==> src/rtl/ppu_scroll_pkg.sv <==
// Shared definitions for the PPU loopy scroll registers.
// Holds v/t bit-field offsets, PPU register indices and the pure coarse X / Y increment functions.
// Loopy address layout: yyy NN YYYYY XXXXX  (fineY, nametable Y/X, coarseY, coarseX).
package ppu_scroll_pkg;

  localparam int LOOPY_W      = 15;

  // Bit-field offsets inside v / t
  localparam int COARSE_X_LSB = 0;
  localparam int COARSE_Y_LSB = 5;
  localparam int NT_X_BIT     = 10;
  localparam int NT_Y_BIT     = 11;
  localparam int FINE_Y_LSB   = 12;

  // PPU register indices ($2000 + n)
  localparam logic [2:0] PPUCTRL   = 3'd0;
  localparam logic [2:0] PPUSTATUS = 3'd2;
  localparam logic [2:0] PPUSCROLL = 3'd5;
  localparam logic [2:0] PPUADDR   = 3'd6;
  localparam logic [2:0] PPUDATA   = 3'd7;

  // Coarse X increment; wrapping past tile 31 flips to the horizontally adjacent nametable.
  function automatic logic [LOOPY_W-1:0] loopy_inc_x(input logic [LOOPY_W-1:0] v);
    logic [LOOPY_W-1:0] r;
    r = v;
    if (v[COARSE_X_LSB +: 5] == 5'd31) begin
      r[COARSE_X_LSB +: 5] = 5'd0;
      r[NT_X_BIT]          = ~v[NT_X_BIT];
    end else begin
      r[COARSE_X_LSB +: 5] = v[COARSE_X_LSB +: 5] + 5'd1;
    end
    return r;
  endfunction

  // Fine/coarse Y increment. Row 29 is the last visible tile row and flips the vertical
  // nametable; rows 30/31 hold attribute data, and 31 wraps to 0 without flipping.
  function automatic logic [LOOPY_W-1:0] loopy_inc_y(input logic [LOOPY_W-1:0] v);
    logic [LOOPY_W-1:0] r;
    r = v;
    if (v[FINE_Y_LSB +: 3] != 3'd7) begin
      r[FINE_Y_LSB +: 3] = v[FINE_Y_LSB +: 3] + 3'd1;
    end else begin
      r[FINE_Y_LSB +: 3] = 3'd0;
      if (v[COARSE_Y_LSB +: 5] == 5'd29) begin
        r[COARSE_Y_LSB +: 5] = 5'd0;
        r[NT_Y_BIT]          = ~v[NT_Y_BIT];
      end else if (v[COARSE_Y_LSB +: 5] == 5'd31) begin
        r[COARSE_Y_LSB +: 5] = 5'd0;
      end else begin
        r[COARSE_Y_LSB +: 5] = v[COARSE_Y_LSB +: 5] + 5'd1;
      end
    end
    return r;
  endfunction

endpackage

==> src/rtl/ppu_loopy_incrementer.sv <==
// Combinational next-v generator: coarse X step, Y step, and the dot-256 composite (X then Y).
// Latency: zero (pure combinational). Backpressure: none.
// Ports: v_in (current v) -> v_inc_x, v_inc_y, v_inc_xy (candidate next values).
module ppu_loopy_incrementer
  import ppu_scroll_pkg::*;
(
  input  logic [LOOPY_W-1:0] v_in,
  output logic [LOOPY_W-1:0] v_inc_x,
  output logic [LOOPY_W-1:0] v_inc_y,
  output logic [LOOPY_W-1:0] v_inc_xy
);

  always_comb begin
    v_inc_x  = loopy_inc_x(v_in);
    v_inc_y  = loopy_inc_y(v_in);
    // X and Y touch disjoint fields, but composing keeps the ordering explicit.
    v_inc_xy = loopy_inc_y(loopy_inc_x(v_in));
  end

endmodule

==> src/rtl/ppu_scroll_registers.sv <==
// PPU loopy scroll state (v, t, fine X, write toggle w, inc32) fed by CPU register accesses and render strobes.
// Latency: one clock; every output is a flop updated on the edge that samples the access/strobe.
// Backpressure: none; CPU strobes are always accepted, render strobes act only when clock_EN=1.
// Ports: clock/reset (sync, active-high); clock_EN, background_EN, sprite_EN, lineCount,
//   incrementX/Y, resetX/Y from the render controller; reg_wr/reg_rd/reg_addr/reg_wdata CPU side;
//   outputs vramAddr (v), tempAddr (t), fineX, writeToggle (w), inc32.
// Build option: PPUDATA_RENDER_GLITCH_EN makes PPUDATA accesses during rendering do the dot-256 X+Y step.
module ppu_scroll_registers
  import ppu_scroll_pkg::*;
#(
  parameter int ADDR_W          = 15,
  parameter int PRE_RENDER_LINE = 261,
  parameter int VISIBLE_LINES   = 240
) (
  input  logic              clock,
  input  logic              reset,
  input  logic              clock_EN,
  input  logic              background_EN,
  input  logic              sprite_EN,
  input  logic [8:0]        lineCount,
  input  logic              incrementX,
  input  logic              incrementY,
  input  logic              resetX,
  input  logic              resetY,
  input  logic              reg_wr,
  input  logic              reg_rd,
  input  logic [2:0]        reg_addr,
  input  logic [7:0]        reg_wdata,
  output logic [ADDR_W-1:0] vramAddr,
  output logic [ADDR_W-1:0] tempAddr,
  output logic [2:0]        fineX,
  output logic              writeToggle,
  output logic              inc32
);

  logic [ADDR_W-1:0] v_q, v_d;
  logic [ADDR_W-1:0] t_q, t_d;
  logic [2:0]        fine_x_q, fine_x_d;
  logic              w_q, w_d;
  logic              inc32_q, inc32_d;

  logic [ADDR_W-1:0] v_inc_x, v_inc_y, v_inc_xy;
  logic [ADDR_W-1:0] render_v;
  logic [ADDR_W-1:0] linear_v;
  logic [ADDR_W-1:0] data_v;
  logic              render_active;
  logic              cpu_wr, cpu_rd;

  ppu_loopy_incrementer u_inc (
    .v_in     (v_q),
    .v_inc_x  (v_inc_x),
    .v_inc_y  (v_inc_y),
    .v_inc_xy (v_inc_xy)
  );

  assign render_active = (background_EN | sprite_EN) &&
                         ((lineCount < 9'(VISIBLE_LINES)) || (lineCount == 9'(PRE_RENDER_LINE)));

  // Simultaneous read+write is a protocol error; the write is honoured and the read dropped.
  assign cpu_wr = reg_wr;
  assign cpu_rd = reg_rd & ~reg_wr;

  assign linear_v = v_q + (inc32_q ? ADDR_W'(32) : ADDR_W'(1));

`ifdef PPUDATA_RENDER_GLITCH_EN
  assign data_v = render_active ? v_inc_xy : linear_v;
`else
  // Render state has no consumer in this build.
  logic render_active_unused;
  assign render_active_unused = render_active;
  assign data_v = linear_v;
`endif

  // Render-path candidate: increments first, then t->v copies override their own fields.
  always_comb begin
    render_v = v_q;
    if (incrementX && incrementY) begin
      render_v = v_inc_xy;
    end else if (incrementX) begin
      render_v = v_inc_x;
    end else if (incrementY) begin
      render_v = v_inc_y;
    end
    if (resetX) begin
      render_v[COARSE_X_LSB +: 5] = t_q[COARSE_X_LSB +: 5];
      render_v[NT_X_BIT]          = t_q[NT_X_BIT];
    end
    if (resetY) begin
      render_v[FINE_Y_LSB +: 3]   = t_q[FINE_Y_LSB +: 3];
      render_v[NT_Y_BIT]          = t_q[NT_Y_BIT];
      render_v[COARSE_Y_LSB +: 5] = t_q[COARSE_Y_LSB +: 5];
    end
  end

  always_comb begin
    t_d      = t_q;
    fine_x_d = fine_x_q;
    w_d      = w_q;
    inc32_d  = inc32_q;
    v_d      = v_q;

    if (cpu_wr) begin
      case (reg_addr)
        PPUCTRL: begin
          t_d[NT_Y_BIT:NT_X_BIT] = reg_wdata[1:0];
          inc32_d                = reg_wdata[2];
        end
        PPUSCROLL: begin
          if (!w_q) begin
            t_d[COARSE_X_LSB +: 5] = reg_wdata[7:3];
            fine_x_d               = reg_wdata[2:0];
            w_d                    = 1'b1;
          end else begin
            t_d[COARSE_Y_LSB +: 5] = reg_wdata[7:3];
            t_d[FINE_Y_LSB +: 3]   = reg_wdata[2:0];
            w_d                    = 1'b0;
          end
        end
        PPUADDR: begin
          if (!w_q) begin
            t_d[13:8] = reg_wdata[5:0];
            t_d[14]   = 1'b0;
            w_d       = 1'b1;
          end else begin
            t_d[7:0]  = reg_wdata;
            w_d       = 1'b0;
          end
        end
        default: ;
      endcase
    end else if (cpu_rd && (reg_addr == PPUSTATUS)) begin
      w_d = 1'b0;
    end

    // v priority: PPUADDR second-write copy, then PPUDATA access, then render operations.
    if (cpu_wr && (reg_addr == PPUADDR) && w_q) begin
      v_d = t_d;
    end else if ((cpu_wr || cpu_rd) && (reg_addr == PPUDATA)) begin
      v_d = data_v;
    end else if (clock_EN) begin
      v_d = render_v;
    end
  end

  always_ff @(posedge clock) begin
    if (reset) begin
      v_q      <= '0;
      t_q      <= '0;
      fine_x_q <= '0;
      w_q      <= 1'b0;
      inc32_q  <= 1'b0;
    end else begin
      v_q      <= v_d;
      t_q      <= t_d;
      fine_x_q <= fine_x_d;
      w_q      <= w_d;
      inc32_q  <= inc32_d;
    end
  end

  assign vramAddr    = v_q;
  assign tempAddr    = t_q;
  assign fineX       = fine_x_q;
  assign writeToggle = w_q;
  assign inc32       = inc32_q;

endmodule

==> config.mk <==
export PLATFORM = sky130hd
export DESIGN_NAME = ppu_scroll_registers
export DESIGN_NICKNAME = d
export VERILOG_FILES = /design/src/rtl/ppu_scroll_pkg.sv /design/src/rtl/ppu_loopy_incrementer.sv /design/src/rtl/ppu_scroll_registers.sv
export SDC_FILE = /design/constraint.sdc
export NUM_CORES = 1
export LEC_CHECK = 0
export ABC_CLOCK_PERIOD_IN_PS = 3500
export CAP_MARGIN = 25
export CORE_UTILIZATION = 54
export CTS_BUF_LIST = sky130_fd_sc_hd__clkbuf_16
export CTS_CLUSTER_SIZE = 24
export DETAILED_ROUTE_END_ITERATION = 10
export PLACE_DENSITY = 0.87
export RECOVER_POWER = 100
export SKIP_LAST_GASP = 1
export SYNTH_ARGS = -nofsm -noshare
export SYNTH_HDL_FRONTEND = slang
export SYNTH_SLANG_ARGS = --single-unit
==> constraint.sdc <==
create_clock -name clock -period 3.5 [get_ports clock]
set_input_delay 0.7 -clock clock [delete_from_list [all_inputs] [get_ports clock]]
set_output_delay 0.7 -clock clock [all_outputs]
set_load 0.005 [all_outputs]
**Word-level counts from Yosys, hierarchy flattened**

Cells that the tools add are included.

- Flip-flop bits (word level): 35
- Logic and storage cells: 74

- $add $sub $neg: 4
- Equal/unequal tests: 10
- Multiplexer cells: 32
- Bitwise gates (word level): 5
- Reductions and logical operators: 17

Operator list:

| kind | count |
|---|---|
| $mux W15 | 7 |
| $mux W5 | 8 |
| $pmux W10 S2 | 1 |
| $add A15 B6 Y15 | 1 |
| $eq A5 B5 Y1 const B | 3 |
| $add A5 B1 Y5 const B | 2 |
| $reduce_bool A5 Y1 | 2 |
| $eq A3 B3 Y1 const B | 3 |
| $mux W1 | 8 |
| $mux W8 | 1 |
| $mux W7 | 1 |
| $mux W3 | 2 |
| $mux W6 | 1 |
| $pmux W3 S2 | 1 |
| $reduce_and A2 Y1 | 3 |
| $reduce_and A3 Y1 | 2 |
| $logic_and A1 B1 Y1 | 5 |
| $ne A5 B1 Y1 const B | 1 |
| $mux W4 | 1 |
| $not A1 Y1 | 4 |
| $pmux W2 S2 | 1 |
| $add A3 B1 Y3 const B | 1 |
| $eq A3 B2 Y1 const B | 1 |
| $logic_not A3 Y1 | 1 |
| other kinds (7) | 7 |

**Longest topological paths before layout**

Gate-level depths: netlist of run 1.

- Depth after elaboration: 11
- Depth in mapped cells: 8
- Depth with buffers taken out: 8

**By module**

A second synthesis of run 1 with hierarchy kept.

- Cell total of the unflattened synthesis: 419
- Area, all modules: 3164.3 µm²

By module, submodules not included:

| module | instances | cells each | area each (µm²) | seq. area each (µm²) |
|---|---|---|---|---|
| ppu_scroll_registers | 1 | 352 | 2652.5 | 700.7 |
| ppu_loopy_incrementer | 1 | 67 | 511.7 | 0.0 |

**Worst setup path before layout of run 1**

OpenSTA, ideal clock, no wires.

- Path kind: reg2reg
- From: register v_q[0] (netlist: vramAddr[0])
- To: register v_q[1] (netlist: vramAddr[1])
- Setup time: 0.086 ns
- Arrival: 1.830 ns
- Path slack: 1.585 ns
- Cell stages (with the launch flop): 9
- Buffers on the path: 0
- Clock period less this slack: 1.915 ns
- Cells stage by stage: dfxtp_1 ha_1 and3_1 ha_1 nor3b_1 a22oi_1 o211ai_1 o21ai_0 a211oi_1

- Cells in the longest elaborated chain, start to end: 8
- Elaborated cells between the ends (all ways): 10
- Classes of those cells: add/sub (2); eq/ne (1); mux (7)

Ends and longest elaborated chain:

| what | line | source |
|---|---|---|
| start: declaration | ppu_scroll_registers.sv:36 | `logic [ADDR_W-1:0] v_q, v_d;` |
| start signal: assignment | ppu_scroll_registers.sv:153 | `v_q <= v_d;` |
| $add A5 B1 Y5 / $eq A5 B5 Y1 (equally long branches) | ppu_scroll_pkg.sv:30, ppu_scroll_pkg.sv:26 |  |
| $mux W5 | ppu_scroll_pkg.sv:26 | `if (v[COARSE_X_LSB +: 5] == 5'd31) begin` |
| $mux W15 | ppu_scroll_registers.sv:79 | `end else if (incrementX) begin` |
| $mux W15 | ppu_scroll_registers.sv:77 | `if (incrementX && incrementY) begin` |
| $mux W5 | ppu_scroll_registers.sv:84 | `if (resetX) begin` |
| $mux W15 | ppu_scroll_registers.sv:140 | `end else if (clock_EN) begin` |
| $mux W15 * | ppu_scroll_registers.sv:138 | `end else if ((cpu_wr \|\| cpu_rd) && (reg_addr == PPUDATA)) begin` |
| $mux W15 * | ppu_scroll_registers.sv:136 | `if (cpu_wr && (reg_addr == PPUADDR) && w_q) begin` |

Every way passes the cells marked *; elsewhere a longest branch is shown, timed or not. The select of a mux whose other input is x is not followed.
A chain may end at the register's enable or synchronous reset.

**Worst setup path in the final report of run 1**

- From: input port reg_addr[0]
- To: register v_q[14] (netlist: vramAddr[14])

- Cells in the longest elaborated chain, start to end: 5
- Elaborated cells between the ends (all ways): 14
- Classes of those cells: eq/ne (4); mux (4); reduce/logical (6)

Ends and longest elaborated chain:

| what | line | source |
|---|---|---|
| start: declaration | ppu_scroll_registers.sv:27 | `input logic [2:0] reg_addr,` |
| $eq A3 B3 Y1 | ppu_scroll_registers.sv:103, ppu_scroll_registers.sv:136 |  |
| $logic_and A1 B1 Y1 (2 in series) | ppu_scroll_registers.sv:136 |  |
| $ne A5 B1 Y1 (no line), or another cell as far along | -- |  |
| $reduce_and A3 Y1 (no line) | -- |  |

Parallel ways exist; a longest one is shown, timed or not.

==> flow_summary.json, run 1 <==
{
  "final-max-slew-violation-count": 0,
  "dominantRegCellSynth": "dfxtp_1",
  "final_hold_viol_count": 0,
  "sequential_share_of_the_synthesized_area_pct": 26.44,
  "worst_setup_path_start_kind": "primary input",
  "fin_ws_ns": 0.5931,
  "detailedRoute.firstPassIterationCount": 6,
  "setup_slack_after_placement_ns": 0.6478,
  "category_of_the_most_critical_setup_path": "in -> reg",
  "worst-slew-pin-transition_ns": 1.001,
  "via_count": 2896,
  "avgSynthCellArea_um2": 8.030,
  "grt_max_degree": 33,
  "ctsLongestPathBuffers": 2,
  "global_route.usage.total_pct": 32.27,
  "die_w_um": 72.06,
  "floorplan.rows": 25,
  "design.die.area_um2": 5192,
  "clkSinkCount": 35,
  "synth-warning-count": 0,
  "core_area_um2": 4723,
  "worst-path-max-fanout": 13,
  "boundaryPins": 66,
  "initial_utilization_pct": 56.11,
  "summed_instance_area_of_the_synthesized_netlist_um2": 2650,
  "hold_path_depth": 2,
  "power_leakage_uw": 0.001378,
  "setup_violations": 0,
  "die_h_um": 72.06,
  "synth.distinct_cells": 64,
  "htree_levels": 2,
  "cts_post_setup_buffers_inserted": 0,
  "layout-drive-gt1-share_pct": 5.585,
  "worst_ep_arrival_time_ns": 3.06,
  "layout-area-overhead-vs-synth_pct": 24.22,
  "wire_length_of_the_first_global_routing_pass_mm": 12.90,
  "post_synth_inst_count": 330,
  "worstSetupEndpointType": "flip-flop",
  "grt_antenna_before_repair": 0,
  "cts_resized": 0,
  "status": "finished, final reports clean",
  "hp-class": "reg -> reg",
  "detailed_place_hpwl_mm": 5.662,
  "antenna_left": 0,
  "place_congestion": 0.8952,
  "clock_tree_from_tritoncts": "yes",
  "asyncSetResetFlopFracSynth_pct": 0,
  "worst-endpoint-required_ns": 3.65,
  "final_period_minus_worst_setup_slack_ns": 2.907,
  "max_freq_ghz": 0.3440,
  "fin_worst_skew_ns": 0.003998,
  "layout_worst_path_cycle_share_pct": 83.05,
  "cts_inserted_buffers": 5,
  "io_buffer_count": 54,
  "sum_neg_setup_slack_ns": 0,
  "cts.reportedPaths.clkPinSlew_ns": 0.05,
  "max_cap_viol_count": 0,
  "synth_nets": 371,
  "wire_per_inst_um": 18.04,
  "grt_overflow_total": 0,
  "timing.slew.headroom_pct": 33.18,
  "detail_route.drc_violations": 0,
  "detailedRoute.firstIterationViolations": 275,
  "synth-edff-count": 0,
  "grt_pass1_vias": 2673,
  "cts.hold.buffers_added": 0,
  "cts_root_buf": "clkbuf_16",
  "timing.reg2reg.worst_path_depth": 8,
  "unrepaired_setup_endpoints_after_global_routing": "false",
  "finalWirelength_mm": 7.991,
  "cellPowerDensity_nw_per_um2": 334.3,
  "detail_route.vias_per_cell": 6.537,
  "ff_latch_count_synth": 35,
  "antenna-diode-count": 0,
  "clock_insertion_delay_worst_skew_ns": 0.28,
  "finish.net_count": 416,
  "worst_ir_drop_vdd_mv": 0.2793
}
## Yosys cell counts, types with 6 or more instances
master,count,area share [%]
o21ai_0,14,2.6
mux2i_1,8,3.0
buf_4,7,2.0
nand2_1,35,5.0
xor2_1,6,2.0
a211oi_1,13,3.7
nand3_1,9,1.7
nor2b_1,7,1.7
o22ai_1,7,1.7
and3_1,11,2.6
ha_1,10,4.7
nand2b_1,7,1.7
nor2_1,30,4.2
dfxtp_1,35,26
inv_1,8,1.1
a21oi_1,18,3.4
clkbuf_1,8,1.1
## report_power, final
group | total (uW) | switching [uW] | internal, uW
combinational | 223 | 115 | 109
clock | 425 | 169 | 256
sequential | 452 | 32.6 | 420
total | 1100 | 316 | 784
## critical path, stage by stage
cell and delay [ns]:
dlygate4sd3_1 0.81, nand4b_1 0.72, mux2i_1 0.48, nor2_1 0.09
a31oi_1 0.15, o22ai_1 0.10
## flip-flops by register name, summed over array words and instances, names as in the netlist
register / count
inc32: 1
vramAddr: 15
tempAddr: 15
writeToggle: 1
fineX: 3
## logic make-up after synthesis
kind of cell	Yosys count	share of synthesized area, %
AOI/OAI and AO/OA	109	29.75
muxes	12	4.721
xor gates and xnor gates	11	3.635
adders and majority gates	10	4.721
DFF	35	26.44
and+or+nand+nor	123	24.69
buffers and inverters	30	6.043
## cells in the final DEF (no fill, tap or decap), types with 3 or more instances in the layout
cell / instances
a211oi_1: 14
a21oi_1: 19
a221oi_1: 5
a22o_1: 4
a22oi_1: 5
a31oi_1: 4
and3_1: 11
buf_4: 5
clkbuf_16: 5
clkdlybuf4s50_1: 17
dfxtp_1: 35
dlygate4sd3_1: 37
ha_1: 10
inv_1: 9
mux2_2: 4
mux2i_1: 8
nand2_1: 35
nand2b_1: 7
nand3_1: 9
nor2_1: 30
nor2b_1: 7
nor3_1: 4
nor3b_1: 3
o2111ai_1: 3
o211ai_1: 5
o21a_1: 3
o21ai_0: 14
o22ai_1: 7
xnor2_1: 5
xor2_1: 6
## routing by layer
metal  track usage (%)  up-vias  share of wire, %
met5                 0        -                 0
met4             17.21        0               3.1
met3             7.639       28               9.3
met2             50.42      178                46
met1             41.39     1352                41
li1                  -     1338                 -
## final timing paths
check                                start                        end  slack, ns
setup / recovery               reg_addr[0]  vramAddr[14]$_SDFFE_PP0P_       0.59
hold reg to reg      fineX[0]$_SDFFE_PP0P_      fineX[0]$_SDFFE_PP0P_       0.48
setup reg to reg  vramAddr[0]$_SDFFE_PP0P_   vramAddr[1]$_SDFFE_PP0P_       1.22
hold / removal       fineX[0]$_SDFFE_PP0P_      fineX[0]$_SDFFE_PP0P_       0.48
## through the flow
step | total power (uW) | util, % | std cells | hold slack [ns] | cell area [um^2]
3_5_place_dp | 688.6 | 67.52 | 435 | 0.4711 | 3189
2_1_floorplan | 588.2 | - | 330 | 0.4699 | 2650
4_1_cts | 1108 | 70.41 | 443 | 0.4824 | 3326
5_1_grt | 1144 | 69.70 | 443 | 0.5134 | 3292
6_report | 1101 | 69.70 | 443 | 0.4806 | 3292
3_3_place_gp | 682.9 | 67.52 | 435 | 0.4661 | 3189
## final cells by class
| class | instances | area [um^2] |
|---|---|---|
| Fill cell | 395 | 1431 |
| Timing Repair Buffer | 60 | 581.8 |
| Sequential cell | 35 | 700.7 |
| Tap cell | 67 | 83.83 |
| Multi-Input combinational cell | 265 | 1759 |
| Inverter | 8 | 30.03 |
| Clock buffer | 5 | 125.1 |
| Clock inverter | 3 | 11.26 |
Power figures use the tool's default switching activity.
==> run 2, diff against run 1 <==
--- a/config.mk
+++ b/config.mk
@@ -5,13 +5,13 @@
 export SDC_FILE = /design/constraint.sdc
 export NUM_CORES = 1
 export LEC_CHECK = 0
-export ABC_CLOCK_PERIOD_IN_PS = 3500
+export ABC_CLOCK_PERIOD_IN_PS = 2700
 export CAP_MARGIN = 25
-export CORE_UTILIZATION = 54
+export CORE_UTILIZATION = 50
 export CTS_BUF_LIST = sky130_fd_sc_hd__clkbuf_16
 export CTS_CLUSTER_SIZE = 24
 export DETAILED_ROUTE_END_ITERATION = 10
-export PLACE_DENSITY = 0.87
+export PLACE_DENSITY = 0.81
 export RECOVER_POWER = 100
 export SKIP_LAST_GASP = 1
 export SYNTH_ARGS = -nofsm -noshare
==> constraint.sdc (replaced) <==
create_clock -name clock -period 2.7 [get_ports clock]
set_input_delay 0.54 -clock clock [delete_from_list [all_inputs] [get_ports clock]]
set_output_delay 0.54 -clock clock [all_outputs]
set_load 0.005 [all_outputs]
==> flow_summary.json, run 2 (synthesis results as in run 1) <==
{
  "setup_violations": 0,
  "antenna-diode-count": 0,
  "wire_per_inst_um": 18.35,
  "post_dp_cell_area_um2": 3273,
  "layout-drive-gt1-share_pct": 8.571,
  "power_leakage_uw": 0.001421,
  "worst-endpoint-required_ns": 2.89,
  "status": "finished, final reports clean",
  "core_area_um2": 5107,
  "layout_commonest_cell": "dlygate4sd3_1",
  "io_buffer_count": 54,
  "unrepaired_setup_endpoints_after_global_routing": "false",
  "htree_levels": 2,
  "finalWirelength_mm": 8.351,
  "cellPowerDensity_nw_per_um2": 430.9,
  "detailed_place_hpwl_mm": 6.093,
  "antenna_left": 0,
  "grt_pass1_vias": 2763,
  "detailedRoute.firstIterationViolations": 324,
  "clock_insertion_delay_worst_skew_ns": 0.29,
  "worst_ir_drop_vdd_mv": 0.2852,
  "cts.reportedPaths.clkPinSlew_ns": 0.06,
  "filler_cell_count": 438,
  "worstSetupEndpointType": "flip-flop",
  "max_cap_viol_count": 0,
  "initial_utilization_pct": 51.89,
  "floorplan.rows": 26,
  "sum_neg_setup_slack_ns": 0,
  "cts_post_setup_buffers_inserted": 0,
  "grt_max_degree": 31,
  "clock_tree_from_tritoncts": "yes",
  "boundaryPins": 66,
  "detailedRoute.firstPassIterationCount": 5,
  "wire_length_of_the_first_global_routing_pass_mm": 13.24,
  "cts_resized": 0,
  "global_route.usage.total_pct": 31.45,
  "layout-area-overhead-vs-synth_pct": 28.05,
  "detail_route.vias_per_cell": 6.336,
  "ctsLongestPathBuffers": 2,
  "timing.slew.headroom_pct": 52.19,
  "layout_worst_path_cycle_share_pct": 91.01,
  "design.die.area_um2": 5595,
  "via_count": 2883,
  "detail_route.drc_violations": 0,
  "category_of_the_most_critical_setup_path": "in -> reg",
  "cts_inserted_buffers": 5,
  "finish.net_count": 425,
  "worstHoldStart": "fineX[0]$_SDFFE_PP0P_",
  "die_w_um": 74.80,
  "timing.critical_path.from": "reg_addr[2]",
  "top_library_cells_by_usage_in_the_layout_fill_and_taps_aside": "dlygate4sd3_1 (37), nand2_1 (36), dfxtp_1 (35)",
  "clkSinkCount": 35,
  "fin_worst_skew_ns": 0.006532,
  "grt_overflow_total": 0,
  "cts_root_buf": "clkbuf_16",
  "grt_antenna_before_repair": 0,
  "cts.hold.buffers_added": 0,
  "worst-path-max-fanout": 12,
  "place_congestion": 0.9470,
  "worst-slew-pin-transition_ns": 0.7123,
  "hp-class": "reg -> reg",
  "rr_startpoint": "vramAddr[0]$_SDFFE_PP0P_",
  "die_h_um": 74.80,
  "worst_setup_path_start_kind": "primary input",
  "max_freq_ghz": 0.4070,
  "final-max-slew-violation-count": 0,
  "worst_ep_arrival_time_ns": 2.64,
  "final_hold_viol_count": 0,
  "final_period_minus_worst_setup_slack_ns": 2.457,
  "finish.instance_area_um2": 3393
}
run 2: area by class of cell:
cell class / count / area [um^2] / share of cell area (%)
Tap cell: 70 / 87.58 / 2.581
Timing Repair Buffer: 69 / 661.9 / 19.51
Multi-Input combinational cell: 265 / 1768 / 52.10
Clock buffer: 5 / 125.1 / 3.687
Clock inverter: 3 / 20.02 / 0.5900
Sequential cell: 35 / 700.7 / 20.65
Inverter: 8 / 30.03 / 0.8850
run 2: metal layers:
| layer | global-route usage, % | vias up | routed length [um] | part of all wire, % |
|---|---|---|---|---|
| met4 | 14.05 | 0 | 212 | 2.5 |
| met3 | 5.756 | 26 | 686 | 8.2 |
| li1 | - | 1351 | - | - |
| met5 | 0 | - | 0 | 0 |
| met1 | 39.15 | 1341 | 3406 | 41 |
| met2 | 52.95 | 165 | 4047 | 48 |
run 2: critical path: stages:
cell           delay, ns
dlygate4sd3_1       0.70
buf_4               0.21
nand4b_4            0.19
nor2_2              0.47
buf_4               0.23
a211oi_1            0.05
a221oi_1            0.25
run 2: stage by stage:
step / worst slack, ns / power [uW] / util (%) / hold WS, ns / instances
finish: 0.2428 / 1462 / 66.44 / 0.4779 / 455
global route: 0.1364 / 1519 / 66.44 / 0.5107 / 455
CTS: 0.3741 / 1473 / 66.93 / 0.4844 / 455
detailed placement: 0.1523 / 906.5 / 64.09 / 0.4712 / 447
global placement: 0.2016 / 898.4 / 64.09 / 0.4652 / 447
floorplan: 0.7850 / 762.5 / - / 0.4699 / 330
run 2: power by group:
group          internal [uW]  leakage [uW]  switching [uW]  total [uW]
Clock                    340     0.0000674             233         572
Combinational            150       0.00107             149         299
Sequential               544      0.000285            47.5         591
Total                   1030       0.00142             429        1460
run 2: final timing paths:
kind / end / slack [ns] / depth (start not counted)
max reg2reg: vramAddr[1]$_SDFFE_PP0P_ / 0.46 / 8
min: fineX[0]$_SDFFE_PP0P_ / 0.48 / 2
min reg2reg: fineX[0]$_SDFFE_PP0P_ / 0.48 / 2
max: vramAddr[3]$_SDFFE_PP0P_ / 0.24 / 7
==> run 3, diff against run 2 <==
--- a/config.mk
+++ b/config.mk
@@ -9,7 +9,7 @@
 export CAP_MARGIN = 25
 export CORE_UTILIZATION = 50
 export CTS_BUF_LIST = sky130_fd_sc_hd__clkbuf_16
-export CTS_CLUSTER_SIZE = 24
+export CTS_CLUSTER_SIZE = 8
 export DETAILED_ROUTE_END_ITERATION = 10
 export PLACE_DENSITY = 0.81
 export RECOVER_POWER = 100
@@ -17,3 +17,4 @@
 export SYNTH_ARGS = -nofsm -noshare
 export SYNTH_HDL_FRONTEND = slang
 export SYNTH_SLANG_ARGS = --single-unit
+export TNS_END_PERCENT = 10
==> results of run 3 <==
Final layout, timing and power as in run 2 (identical DEF).
